==> src/rtl/dds_pkg.sv <==
// Shared widths, quadrant encoding and fold helper for the DDS phase front end.
package dds_pkg;

    localparam int PHASE_W   = 6;
    localparam int QUAD_W    = 2;
    localparam int LUT_DEPTH = 64;

    localparam logic [PHASE_W-1:0] ADDR_MAX = 6'd63;

    typedef enum logic [QUAD_W-1:0] {
        Q0_RISE  = 2'd0,
        Q1_FALL  = 2'd1,
        Q2_NRISE = 2'd2,
        Q3_NFALL = 2'd3
    } quadrant_t;

    // Mirror index inside a quarter wave: (~a + 1) mod 64, so 0 maps to 0.
    function automatic logic [PHASE_W-1:0] twos_neg(input logic [PHASE_W-1:0] a);
        logic [PHASE_W-1:0] r;
        r = ~a + 6'd1;
        return r;
    endfunction

endpackage

==> src/rtl/dds_phase_fold_if.sv <==
// Bundle of enable input and phase/fold outputs shared between the DDS front end and its consumer.
interface dds_phase_fold_if
    import dds_pkg::*;
();

    logic               en;
    logic [PHASE_W-1:0] addr;
    logic [QUAD_W-1:0]  quadrant;
    logic               phase_pos;
    logic               sign_bit;
    logic [PHASE_W-1:0] lut_addr;
    logic               peak;

    modport master (
        output en,
        input  addr,
        input  quadrant,
        input  phase_pos,
        input  sign_bit,
        input  lut_addr,
        input  peak
    );

    modport slave (
        input  en,
        output addr,
        output quadrant,
        output phase_pos,
        output sign_bit,
        output lut_addr,
        output peak
    );

endinterface

==> src/rtl/dds_phase_fold_fold.sv <==
// Quarter-wave fold: mirrors the LUT index in odd quadrants and flags the peak sample.
module quarter_wave_fold
    import dds_pkg::*;
(
    input  logic [PHASE_W-1:0] addr_i,
    input  logic               phase_pos_i,
    output logic [PHASE_W-1:0] lut_addr_o,
    output logic               peak_o
);

    // Mirrored index 0 is the 90/270 degree sample, which the LUT cannot hold.
    always_comb begin
        lut_addr_o = addr_i;
        peak_o     = 1'b0;
        if (phase_pos_i) begin
            lut_addr_o = twos_neg(addr_i);
            peak_o     = ~(|addr_i);
        end else begin
            lut_addr_o = addr_i;
            peak_o     = 1'b0;
        end
    end

endmodule

==> src/rtl/dds_phase_fold.sv <==
// DDS phase accumulator: 6-bit phase counter plus 2-bit quadrant, folded into a quarter-wave LUT address.
module dds_phase_fold
    import dds_pkg::*;
(
    input  logic              clk,
    input  logic              rst,
    dds_phase_fold_if.slave   bus
);

    logic [PHASE_W-1:0] addr_d;
    logic [PHASE_W-1:0] addr_q;
    quadrant_t          quad_d;
    quadrant_t          quad_q;

    // Next-state: step the phase when enabled, carrying into the quadrant at 63.
    always_comb begin
        addr_d = addr_q;
        quad_d = quad_q;
        if (bus.en) begin
            addr_d = addr_q + 6'd1;
            if (addr_q == ADDR_MAX) begin
                quad_d = quadrant_t'(quad_q + 2'd1);
            end else begin
                quad_d = quad_q;
            end
        end else begin
            addr_d = addr_q;
            quad_d = quad_q;
        end
    end

    // Phase and quadrant registers; reset clears them immediately.
    always_ff @(posedge clk or negedge rst) begin
        if (!rst) begin
            addr_q <= 6'd0;
            quad_q <= Q0_RISE;
        end else begin
            addr_q <= addr_d;
            quad_q <= quad_d;
        end
    end

    assign bus.addr      = addr_q;
    assign bus.quadrant  = quad_q;
    assign bus.phase_pos = quad_q[0];
    assign bus.sign_bit  = quad_q[1];

    quarter_wave_fold u_fold (
        .addr_i      (addr_q),
        .phase_pos_i (quad_q[0]),
        .lut_addr_o  (bus.lut_addr),
        .peak_o      (bus.peak)
    );

endmodule

==> src/flat_wrapper.sv <==
// flat-port wrapper written by rule: the top's interface ports become plain ports
module dds_phase_fold_flat import dds_pkg::*;
  (clk, rst, bus_en, bus_addr, bus_quadrant, bus_phase_pos, bus_sign_bit, bus_lut_addr, bus_peak);
  dds_phase_fold_if bus_i ();
  input  logic clk;
  input  logic rst;
  input wire logic [$bits(bus_i.en)-1:0] bus_en;
  output wire logic [$bits(bus_i.addr)-1:0] bus_addr;
  output wire logic [$bits(bus_i.quadrant)-1:0] bus_quadrant;
  output wire logic [$bits(bus_i.phase_pos)-1:0] bus_phase_pos;
  output wire logic [$bits(bus_i.sign_bit)-1:0] bus_sign_bit;
  output wire logic [$bits(bus_i.lut_addr)-1:0] bus_lut_addr;
  output wire logic [$bits(bus_i.peak)-1:0] bus_peak;
  assign bus_i.en = bus_en;
  assign bus_addr = bus_i.addr;
  assign bus_quadrant = bus_i.quadrant;
  assign bus_phase_pos = bus_i.phase_pos;
  assign bus_sign_bit = bus_i.sign_bit;
  assign bus_lut_addr = bus_i.lut_addr;
  assign bus_peak = bus_i.peak;
  dds_phase_fold u_core (.clk(clk), .rst(rst), .bus(bus_i));
endmodule
==> config.mk <==
export PLATFORM = sky130hd
export DESIGN_NAME = dds_phase_fold_flat
export DESIGN_NICKNAME = d
export VERILOG_FILES = /design/src/rtl/dds_pkg.sv /design/src/rtl/dds_phase_fold_if.sv /design/src/rtl/dds_phase_fold_fold.sv /design/src/rtl/dds_phase_fold.sv /design/src/flat_wrapper.sv
export SDC_FILE = /design/constraint.sdc
export NUM_CORES = 1
export LEC_CHECK = 0
export BUFFER_PORTS_ARGS = -buffer_cell sky130_fd_sc_hd__buf_2
export CAP_MARGIN = 20
export CORE_AREA = 2 2 39 41
export CTS_CLUSTER_DIAMETER = 120
export DETAILED_ROUTE_END_ITERATION = 6
export DIE_AREA = 0 0 41 43
export SYNTH_ARGS = -nofsm -noshare
export SYNTH_HDL_FRONTEND = slang
export SYNTH_HIERARCHICAL = 1
export SYNTH_SLANG_ARGS = --single-unit
==> constraint.sdc <==
create_clock -name clk -period 2.65 [get_ports clk]
set_input_delay 0.3975 -clock clk [delete_from_list [all_inputs] [get_ports clk]]
set_output_delay 0.3975 -clock clk [all_outputs]
set_load 0.005 [all_outputs]
==> flow_summary.rst <==
.. list-table::
   :header-rows: 1

   * - Metric
     - Value
   * - Total area of sequential cells
     - 200.2 µm²
   * - Remaining design rule violation count
     - 0
   * - # resized after CTS
     - 0
   * - Detailed Place HPWL
     - 669.1 µm
   * - Critical setup path kind
     - register to primary output
   * - Clock latency of the later-clocked register in the worst-skew pair
     - 0.25 ns
   * - Clk buf depth
     - 2
   * - FF-to-FF End
     - u_core/bus.quadrant[1]
   * - Worst path cell trace
     - inv_1 -> ha_1 -> or3b_1 -> nor4b_1 -> buf_2
   * - Antenna fix cells
     - 0
   * - Max Cap Viol
     - 0
   * - Number of global-route vias before repair
     - 339
   * - Port bufs
     - 19
   * - Tightest hold margin
     - 0.4067 ns
   * - Width of the die
     - 41 µm
   * - Effective utilization at floorplan
     - 0.3418
   * - Cell Area, Synth
     - 473.0 µm²
   * - Pin count of the biggest net entering global routing
     - 12
   * - Source of the worst register-to-register timing path
     - u_core/bus.addr[0]
   * - TritonCTS clock tree
     - built
   * - Part of the Yosys area used for sequential elements
     - 0.4233
   * - Post-route clock period utilization
     - 0.7996
   * - Post-Synthesis Net Count
     - 50
   * - Cts bufs inserted
     - 3
   * - Net switching share of the total power
     - 0.4009
   * - Area occupied by multi-input gates
     - 242.7 µm²
   * - Number of warnings issued by yosys
     - 6
   * - Die outline height
     - 43 µm
   * - Layout overhead on the synthesized area
     - 26.46%
   * - Full die area
     - 0.001763 mm²
   * - Overall power
     - 0.6890 mW
   * - Leakage
     - 0.3040 nW
   * - CTS HTree Levels
     - 1
   * - Cell Int Power
     - 0.4127 mW
   * - Worst relative slew slack
     - 0.7790
   * - Time the final worst path needs with I/O delays and setup
     - 2.119 ns
   * - Num ports
     - 20
   * - Run status
     - finished, final reports clean
   * - Average routed wire per standard cell
     - 10.98 µm
   * - Data required, critical path
     - 2.25 ns
   * - Nets
     - 72
   * - Drt initial violations
     - 2
   * - Count of unique library cells instantiated by Yosys
     - 18
   * - Cell with the biggest individual delay on the critical path
     - sky130_fd_sc_hd__dfrtp_1
   * - Fin cells
     - 81
   * - Hold Path End
     - u_core/bus.addr[0]
   * - Wire length reported by the detailed router
     - 889 µm
   * - Total global routing overflow
     - 0
   * - Most common cell after layout, fill and taps aside
     - sky130_fd_sc_hd__buf_2
   * - Signal arrival time at the worst endpoint
     - 1.72 ns
   * - Maximum clock frequency
     - 472.0 MHz
   * - R2R cell count
     - 4
   * - Reported net switching power
     - 0.2763 mW
   * - Classification of the worst-slack hold path
     - primary input to register
   * - Count of buffering cells on the critical path with inverters included
     - 2
   * - Standard cell core area
     - 0.001384 mm²
   * - Clk root buf
     - sky130_fd_sc_hd__clkbuf_4
   * - Power per unit of standard cell area
     - 1152 mW/mm²
   * - Global-route wire length before repair
     - 1497 µm
   * - Tot GR Track Use
     - 0.1346
   * - Maximum VDD drop
     - 0.0004401 V
   * - CP Launch Type
     - register
   * - Clock Skew
     - 0.003228 ns
   * - Register bit total from synthesis
     - 8
   * - Maximum fanout encountered on the critical timing path
     - 7
   * - Origin of the worst min-delay path
     - bus_en
   * - Hold Violations, Final
     - 0
   * - Fraction of power consumed by the clock network
     - 0.135
   * - Slack of the worst reg-to-reg path
     - 1.42 ns
   * - Share of total power in sequential cells
     - 0.412
   * - Clock Sink Count
     - 8
   * - Post-DR vias/cell
     - 4.765
   * - Clock-pin slew on the worst setup and hold paths
     - 0.05 ns
   * - Crit-path leading delay family
     - simple AND/OR/NAND/NOR gates
   * - Count of final max-slew check failures
     - 0
   * - Syn Inst Count
     - 45
   * - Antenna violations before repair
     - 0
   * - Length of the first detailed-routing pass in iterations
     - 2
   * - Share of post-route cells with drive strength above 1
     - 0.4000
   * - Via count
     - 386
   * - Critical path's largest stage delay
     - 0.45 ns
   * - Sum of negative setup slack
     - 0 ns
   * - Antenna-violating nets left
     - 0
   * - Setup violation total in the final timing report
     - 0
   * - Setup repair after global routing missed its margin
     - no
   * - # fillers
     - 148
   * - Total number of placement rows
     - 14
   * - Inst Count DP
     - 77
   * - Combinational share of power
     - 0.453
   * - Hold Path Cell Cnt
     - 2
   * - Most used cells in the layout excluding fill and tap cells
     - 19 x sky130_fd_sc_hd__buf_2, 8 x sky130_fd_sc_hd__dfrtp_1, 7 x sky130_fd_sc_hd__xnor2_1
   * - Measured slew at the worst slew-check pin
     - 0.3315 ns
   * - CP endpoint kind
     - primary output
   * - Avg Inst Size Synth
     - 10.51 µm²
   * - Weighted congestion reported at the end of routability-driven placement
     - 0.6852
stage by stage:
stage,setup WS (ns),util,instance area (µm²)
2_1_floorplan,0.9550,-,473.0
3_3_place_gp,0.8505,0.4087,565.5
3_5_place_dp,0.8199,0.4087,565.5
4_1_cts,0.5238,0.4322,598.1
5_1_grt,0.4491,0.4322,598.1
6_report,0.5312,0.4322,598.1
final cells by class:
class	count	share of cell area
Multi-Input combinational cell	32	0.4059
Inverter	2	0.01255
Tap cell	16	0.03347
Sequential cell	8	0.3347
Clock buffer	3	0.03766
Timing Repair Buffer	20	0.1757
Yosys cell counts, drive strengths merged:
| cell | n | area [µm²] |
|---|---|---|
| or3b | 1 | 8.760 |
| mux2 | 1 | 11.26 |
| nor4b | 1 | 8.760 |
| nand4 | 2 | 18.77 |
| or3 | 1 | 11.26 |
| nand2 | 6 | 22.52 |
| xor2 | 4 | 35.03 |
| buf | 3 | 22.52 |
| dfrtp | 8 | 200.2 |
| inv | 2 | 7.510 |
| o21ai | 1 | 5.000 |
| nor2 | 3 | 11.26 |
| nand3 | 1 | 5.000 |
| xnor2 | 7 | 61.31 |
| nand2b | 1 | 6.260 |
| ha | 2 | 25.02 |
| o31ai | 1 | 12.51 |
how the worst max path moves through the flow:
| stage | startpoint | end | slack (ns) | depth (start not counted) |
|---|---|---|---|---|
| 2_1_floorplan | u_core/bus.addr[0] | bus_peak | 0.96 | 4 |
| 3_3_place_gp | u_core/bus.addr[0] | bus_peak | 0.85 | 5 |
| 3_5_place_dp | u_core/bus.addr[0] | bus_peak | 0.82 | 5 |
| 4_1_cts | u_core/bus.addr[0] | bus_peak | 0.52 | 5 |
| 5_1_grt | u_core/bus.addr[0] | bus_peak | 0.45 | 5 |
| 6_report | u_core/bus.addr[0] | bus_peak | 0.53 | 5 |
power groups by stage:
stage          clock [mW]  sequential [mW]  combinational, mW
2_1_floorplan           0            0.274              0.192
3_3_place_gp            0            0.287              0.311
3_5_place_dp            0            0.288              0.316
4_1_cts            0.0993            0.287              0.319
5_1_grt             0.107            0.297              0.359
6_report           0.0930            0.284              0.312
worst reg2reg max path: stages, from the launching register on:
cell and delay, ns:
sky130_fd_sc_hd__dfrtp_1 0.46, sky130_fd_sc_hd__ha_1 0.22, sky130_fd_sc_hd__nand4_2 0.15, sky130_fd_sc_hd__nor2_1 0.16, sky130_fd_sc_hd__xor2_1 0.16
registers in the layout (all words and copies together), names as in the netlist:
signal	cells
u_core/bus.addr	6
u_core/bus.quadrant	2
timing repair:
action | 4_1_cts | 5_1_grt
setup buffers | 0 | 0
endpoints found under the hold margin | 8 | 0
hold buffers | 1 | 0
setup endpoints to repair | 0 | 0
metal layers:
layer / routed length (µm) / up-vias / GRT usage
met2: 464 / 15 / 0.1844
met4: 0 / 0 / 0.06000
met5: 0 / - / 0
li1: - / 185 / -
met1: 353 / 186 / 0.1551
met3: 71 / 0 / 0.09424
cell families after synthesis:
| kind of cell | synth area share |
|---|---|
| AND/OR/NAND/NOR | 0.1958 |
| XOR/XNOR | 0.2037 |
| flip-flops | 0.4233 |
| buffers and inverters | 0.06349 |
| AO/OA/AOI/OAI | 0.03702 |
| adder cells (fa/ha/maj) | 0.05290 |
| multiplexers | 0.02381 |
(Power assumes the default switching activity.)
